## config.mk

```make
export PLATFORM = sky130hd
export DESIGN_NAME = lane_rotate_engine
export DESIGN_NICKNAME = d
export VERILOG_FILES = /design/src/rtl/lane_rotate_engine.sv
export SDC_FILE = /design/constraint.sdc
export NUM_CORES = 2
export LEC_CHECK = 0
export BUFFER_PORTS_ARGS = -buffer_cell sky130_fd_sc_hd__buf_2
export CELL_PAD_IN_SITES_DETAIL_PLACEMENT = 1
export CELL_PAD_IN_SITES_GLOBAL_PLACEMENT = 1
export CORE_MARGIN = 8
export CORE_UTILIZATION = 40
export CTS_CLUSTER_SIZE = 25
export DETAILED_ROUTE_END_ITERATION = 7
export PLACE_DENSITY_LB_ADDON = 0.1
export SYNTH_ARGS = -nofsm -noshare
export SYNTH_HDL_FRONTEND = slang
export SYNTH_SLANG_ARGS = --single-unit
```

## constraint.sdc

```tcl
create_clock -name clk -period 7.1 [get_ports clk]
set_clock_uncertainty 0.2 [all_clocks]
set_input_delay 1.42 -clock clk [delete_from_list [all_inputs] [get_ports clk]]
set_output_delay 1.42 -clock clk [all_outputs]
set_load 0.005 [all_outputs]
```

## src/rtl/lane_rotate_engine.sv

```systemverilog
// rtl/lane_rotate_engine.sv - slice-serial per-lane rotation engine (two DEPTH-cycle phases).
// Optional inverse rotation is compiled in with macro LANE_ROTATE_INVERSE_EN.
module lane_rotate_engine #(
  parameter int DEPTH  = 64,
  parameter int ADDR_W = $clog2(DEPTH)
) (
  input  logic              clk,
  input  logic              rst,
  input  logic              rotate_en,
  input  logic              mode_inv,
  output logic [ADDR_W-1:0] cnt_value,
  input  logic [24:0]       line_in,
  output logic              write_enable,
  output logic [24:0]       write_value,
  output logic              busy,
  output logic              done
);

  typedef enum logic [1:0] {S_IDLE, S_LOAD, S_WRITE, S_DONE} state_t;

  // Rotation offsets indexed by lane 5y+x.
  localparam int ROT [25] = '{ 0,  1, 62, 28, 27,
                              36, 44,  6, 55, 20,
                               3, 10, 43, 25, 39,
                              41, 45, 15, 21,  8,
                              18,  2, 61, 56, 14};

  state_t            state_q, state_d;
  logic [ADDR_W-1:0] cnt_q, cnt_d;
  logic              en_prev_q;
  logic              start;
  logic              last;
  logic [24:0]       buf_q [DEPTH];
  logic [24:0]       rot_bits;

  assign start = rotate_en & ~en_prev_q;
  assign last  = (cnt_q == ADDR_W'(DEPTH - 1));

  always_ff @(posedge clk or negedge rst) begin
    if (!rst) begin
      state_q   <= S_IDLE;
      cnt_q     <= '0;
      en_prev_q <= 1'b0;
    end else begin
      state_q   <= state_d;
      cnt_q     <= cnt_d;
      en_prev_q <= rotate_en;
    end
  end

  always_comb begin
    state_d = state_q;
    cnt_d   = '0;
    case (state_q)
      S_IDLE:  if (start) state_d = S_LOAD;
      S_LOAD: begin
        cnt_d = cnt_q + 1'b1;
        if (last) state_d = S_WRITE;
      end
      S_WRITE: begin
        cnt_d = cnt_q + 1'b1;
        if (last) state_d = S_DONE;
      end
      S_DONE:  state_d = S_IDLE;
      default: state_d = S_IDLE;
    endcase
  end

  always_comb begin
    cnt_value    = '0;
    write_enable = 1'b0;
    write_value  = '0;
    busy         = 1'b0;
    done         = 1'b0;
    case (state_q)
      S_LOAD: begin
        cnt_value = cnt_q;
        busy      = 1'b1;
      end
      S_WRITE: begin
        cnt_value    = cnt_q;
        write_enable = 1'b1;
        write_value  = rot_bits;
        busy         = 1'b1;
      end
      S_DONE: begin
        busy = 1'b1;
        done = 1'b1;
      end
      default: ;
    endcase
  end

  // Slice buffer is deliberately left out of reset; an aborted run leaves stale data.
  always_ff @(posedge clk) begin
    if (state_q == S_LOAD) buf_q[cnt_q] <= line_in;
  end

`ifdef LANE_ROTATE_INVERSE_EN
  logic mode_q;

  always_ff @(posedge clk or negedge rst) begin
    if (!rst) begin
      mode_q <= 1'b0;
    end else if (state_q == S_IDLE && start) begin
      mode_q <= mode_inv;
    end
  end
`else
  logic unused_mode_inv;
  assign unused_mode_inv = mode_inv;
`endif

  // Index arithmetic wraps at ADDR_W bits, which is modulo DEPTH for power-of-two depths.
  for (genvar l = 0; l < 25; l++) begin : g_lane
    localparam logic [ADDR_W-1:0] RL = ADDR_W'(ROT[l] % DEPTH);
    logic [ADDR_W-1:0] idx;
`ifdef LANE_ROTATE_INVERSE_EN
    assign idx = mode_q ? (cnt_q + RL) : (cnt_q - RL);
`else
    assign idx = cnt_q - RL;
`endif
    assign rot_bits[l] = buf_q[idx][l];
  end

endmodule

```

== Yosys cells after proc, flatten, opt, wreduce, memory -nomap -nowiden ==
Memory sizes are Yosys's and may differ from the RTL's.
Cells that the tools add are included.
Storage, ports and cells
  memories kept: 1
  bits of input ports: 29
  bits in writable memories: 1600
  logic and storage cells: 54
  register bits after elaboration: 9
Memories
  buf_q: words 64, bits a word 25, read ports 25, clocked after Yosys merged registers in 0, write ports 1, RTL line 33  | logic [24:0] buf_q [DEPTH];
Operators by class
  bitwise gates (word level): 2
  equality and inequality tests: 7
  reduce and logical (&&, ||, !) cells: 4
  add/sub/neg operators: 25
  muxes and demuxes: 12
Operator list (number)
  $sub 6x6->6 const B: 10
  $sub 6x5->6 const B: 6
  $mux 25: 1
  $sub 6x4->6 const B: 4
  $mux 6: 2
  $sub 6x2->6 const B: 2
  $pmux 2 s4: 1
  $add 6x1->6 const B: 1
  $eq 6x6->1 const B: 1
  $mux 2: 3
  $ne 2x2->1 const B: 3
  $sub 6x1->6 const B: 1
  $sub 6x3->6 const B: 1
  $mux 1: 5
  $eq 2x2->1 const B: 2
  $reduce_and 3->1: 1
  $reduce_or 3->1: 1
  $eq 2x1->1 const B: 1
  $logic_not 2->1: 1
  $reduce_or 2->1: 1
  $and 1x1->1: 1
  $not 1->1: 1

== Depth between registers and ports, before layout ==
  depth after elaboration: 4
  gate-level depth with buffers: 17

== Least setup slack after synthesis ==
No wires, ideal clock.
  kind: reg2out
  start: reg cnt_q[1]
  end: out write_value[16]
  setup slack: 1.469 ns
  data arrival time: 4.011 ns
  data required time: 5.480 ns
  cell stages (with the launch flop): 13
  path through: dfrtp_1 -> buf_2 -> buf_2 -> buf_2 -> buf_1 -> clkinv_1 -> ha_1 -> buf_4 -> clkbuf_1 -> mux4_2 -> mux4_2 -> mux4_2 -> and2_1
On the way
  longest elaborated chain between the ends: 3
RTL lines
  start: declaration: RTL line 29  | logic [ADDR_W-1:0] cnt_q, cnt_d;
  start signal: assignment: RTL line 46  | cnt_q <= cnt_d;
  $sub 6x6->6: RTL line 121  | assign idx = cnt_q - RL;
  $mem_v2 64x25
  $mux 25: RTL line 75  | case (state_q)
  end: declaration: RTL line 14  | output logic [24:0] write_value,
No other way between the ends.

== Final worst setup path ==
  start: reg cnt_q[1]
  end: out write_value[24]
On the way
  longest elaborated chain between the ends: 3
RTL lines (RTL line)
  $sub 6x4->6: 121
  $mem_v2 64x25
  $mux 25: 75
No other way between the ends.

==> results.cfg <==
[outcome]
status = finished clean

[sta]
maxSlewViolCount = 0
tns_ns = 0
setup_viol = 0
hold_viol_final = 0
slew_headroom_pct = 18.9
rsz0062_at_grt = no
fin_crit_ns = 6.33
fmax_ghz = 0.158
worst_slew_pin_slew_ns = 1.22
fin_crit_sh_pct = 89.2
hold_slack_ns = 0.321

[yosys]
synthTopCellsByArea = edfxtp_1 77%, mux4_2 17%, mux2i_1 1.0%
netlist_area_um2 = 62600
synth_top_area_share_pct = 76.8
synth.distinct_cells = 50
syn-num-nets = 2712
muxShareOfSynthArea_pct = 18.2
seq_area_frac_synth_pct = 77.1
synth_top_family_by_area = multiplexers
yosysMostFrequentCell = edfxtp_1
synth_top_area_cell = edfxtp_1
synth_edf_count = 1600
avgSynthCellArea_um2 = 23.5
yosysWarningCount = 0
synth-adder-area-share_pct = 0.480
ys_ff_latch = 1609
synthSimpleGateAreaFrac_pct = 1.49
synth_compound_area_share_pct = 0.913
async_reset_ff_share_pct = 0.559
netlist_instances = 2659
synth-xor-area-share_pct = 0.668
ys.flop_type = edfxtp_1
synth_common_cells = 1600 x edfxtp_1, 476 x mux4_2, 77 x nor2_1, 64 x mux2i_1, 61 x nand2_1

[die]
die_h_um = 412
rows = 145
ios = 63
start_util_pct = 40.2
core_um2 = 156000
dieArea_um2 = 169000
die_w_um = 412

[detailed_routing]
routed_via_density = 5.85
drt_iter0_drc = 3109
route.detailed.drc = 0
routedWlPerCell_um = 36.3
wl_mm = 185
final_antenna_net_count = 0
routed-via-count = 29747
firstDrtPassIters = 5

[clock_network]
cts_tree = done
clk_latency_ns = 0.79
cts.reportedPaths.clkPinSlew_ns = 0.06
cts_sinks = 1609
holdBufCountCts = 0
clockBufferDepth = 3
cts-resized-gates = 0
post_cts.repair.setup_buffers = 0
cts-htree-levels = 4
cts_root_buf = clkbuf_16
cts_buffers = 171

[critical_path]
required_ns = 5.48
cp.arrival_ns = 4.71
start_kind = flop
rr_startpoint = cnt_q[0]
cp_max_fo = 147
critPathLaunch = cnt_q[1]
criticalPathCategory = reg -> out
crit_path_end_kind = primary output

[grt]
globalRouteMet1Util_pct = 30.7
grtUsageTotal_pct = 21.7
grt_util_met2_pct = 35.7
antenna_found_initial = 11
first_global_vias = 31125
top_usage_layer = met2
globalRouteMet3Util_pct = 3.39
overflow = 0
grt_pass1_wl_mm = 255
grt_max_degree = 148

[cells_and_area]
fill_cells = 13850
drive_gt1_share_pct = 32.4
fin_nets = 2936
syn2layout_area_growth_pct = 14.7
finish.utilization_pct = 46.1

[worst_hold_path]
min_path_type = in -> async

[power_and_ir_drop]
p_per_area_nw_per_um2 = 361
vdd_drop_max_uv = 238
total_power_mw = 25.9
p_leak_nw = 22.1

[placement]
gp_congestion = 0.781
place_hpwl_mm = 108
port_buffers = 61

[flow_run]
maxCapViolCount = 0
==> cell families after synthesis <==
family	Yosys count
DFF	1609
AOI/OAI and AO/OA	89
muxes	545
and+or+nand+nor	207
buffers and inverters	139
adders and majority gates	24
xor gates and xnor gates	46
==> worst paths after layout <==
| path | to | slack [ns] | cells after the start |
|---|---|---|---|
| worst max-delay path | write_value[24] | 0.77 | 9 |
| worst min-delay path | en_prev_q | 0.32 | 1 |
| worst max register to register | buf_q[5][19] | 2.51 | 5 |
| worst min register to register | state_q[1] | 0.50 | 2 |
| max in group asynchronous | cnt_q[1] | 6.10 | 1 |
| min in group clk | state_q[1] | 0.50 | 2 |
==> registers in the layout (all words and copies together), names as in the netlist <==
name and cells:
cnt_q 6, state_q 2, buf_q 1600, en_prev_q 1
==> cell usage in the layout, fill, tap and decap left out, types with 18 or more instances in the layout <==
cell and instances:
nor2_4 64, and2_1 18, mux4_2 476, a21oi_1 23, ha_1 21, clkbuf_16 171
edfxtp_1 1600, buf_2 61, buf_4 108, mux2i_1 64, xnor2_1 28, nand2_1 61
clkinv_2 33, clkbuf_1 29, nand3_1 19, clkinv_1 45
==> power by group <==
group          switching (mW)  total, mW  internal (mW)  leakage (nW)
Sequential             0.0822       10.7           10.6          14.5
Combinational            3.51       6.56           3.05          4.90
Clock                    3.76       8.73           4.96          2.67
==> metrics by stage <==
stage	worst slack (ns)	instance area [um^2]	cells
2_1_floorplan	1.47	62600	2659
5_1_grt	0.475	71800	5079
4_1_cts	0.538	71800	5079
3_3_place_gp	1.51	66300	4768
3_5_place_dp	1.43	66300	4768
6_report	0.768	71800	5082
==> critical path: stages (launching register included) <==
cell	delay (ns)
dfrtp_4	0.44
buf_12	0.61
ha_1	0.46
a21oi_1	0.15
xnor2_1	0.75
mux2i_1	0.16
mux4_2	0.51
a211oi_1	0.48
buf_4	0.22
buf_2	0.12
==> per-layer routing <==
metal / vias up / part of all wire [%]
li1: 11843 / -
met1: 16667 / 43
met2: 1009 / 49
met3: 224 / 5.6
met4: 4 / 2.1
met5: - / 0.015
==> layout make-up <==
| cell class | instances | area, um^2 | area share (%) |
|---|---|---|---|
| Inverter | 14 | 52.6 | 0.0732 |
| Clock buffer | 200 | 4390 | 6.11 |
| Clock inverter | 111 | 1080 | 1.51 |
| Antenna cell | 3 | 7.51 | 0.0105 |
| Sequential cell | 1609 | 48300 | 67.2 |
| Timing Repair Buffer | 176 | 1260 | 1.75 |
| Tap cell | 2058 | 2570 | 3.59 |
| Multi-Input combinational cell | 911 | 14200 | 19.7 |
Note: power is estimated with default switching activity, not from simulation.
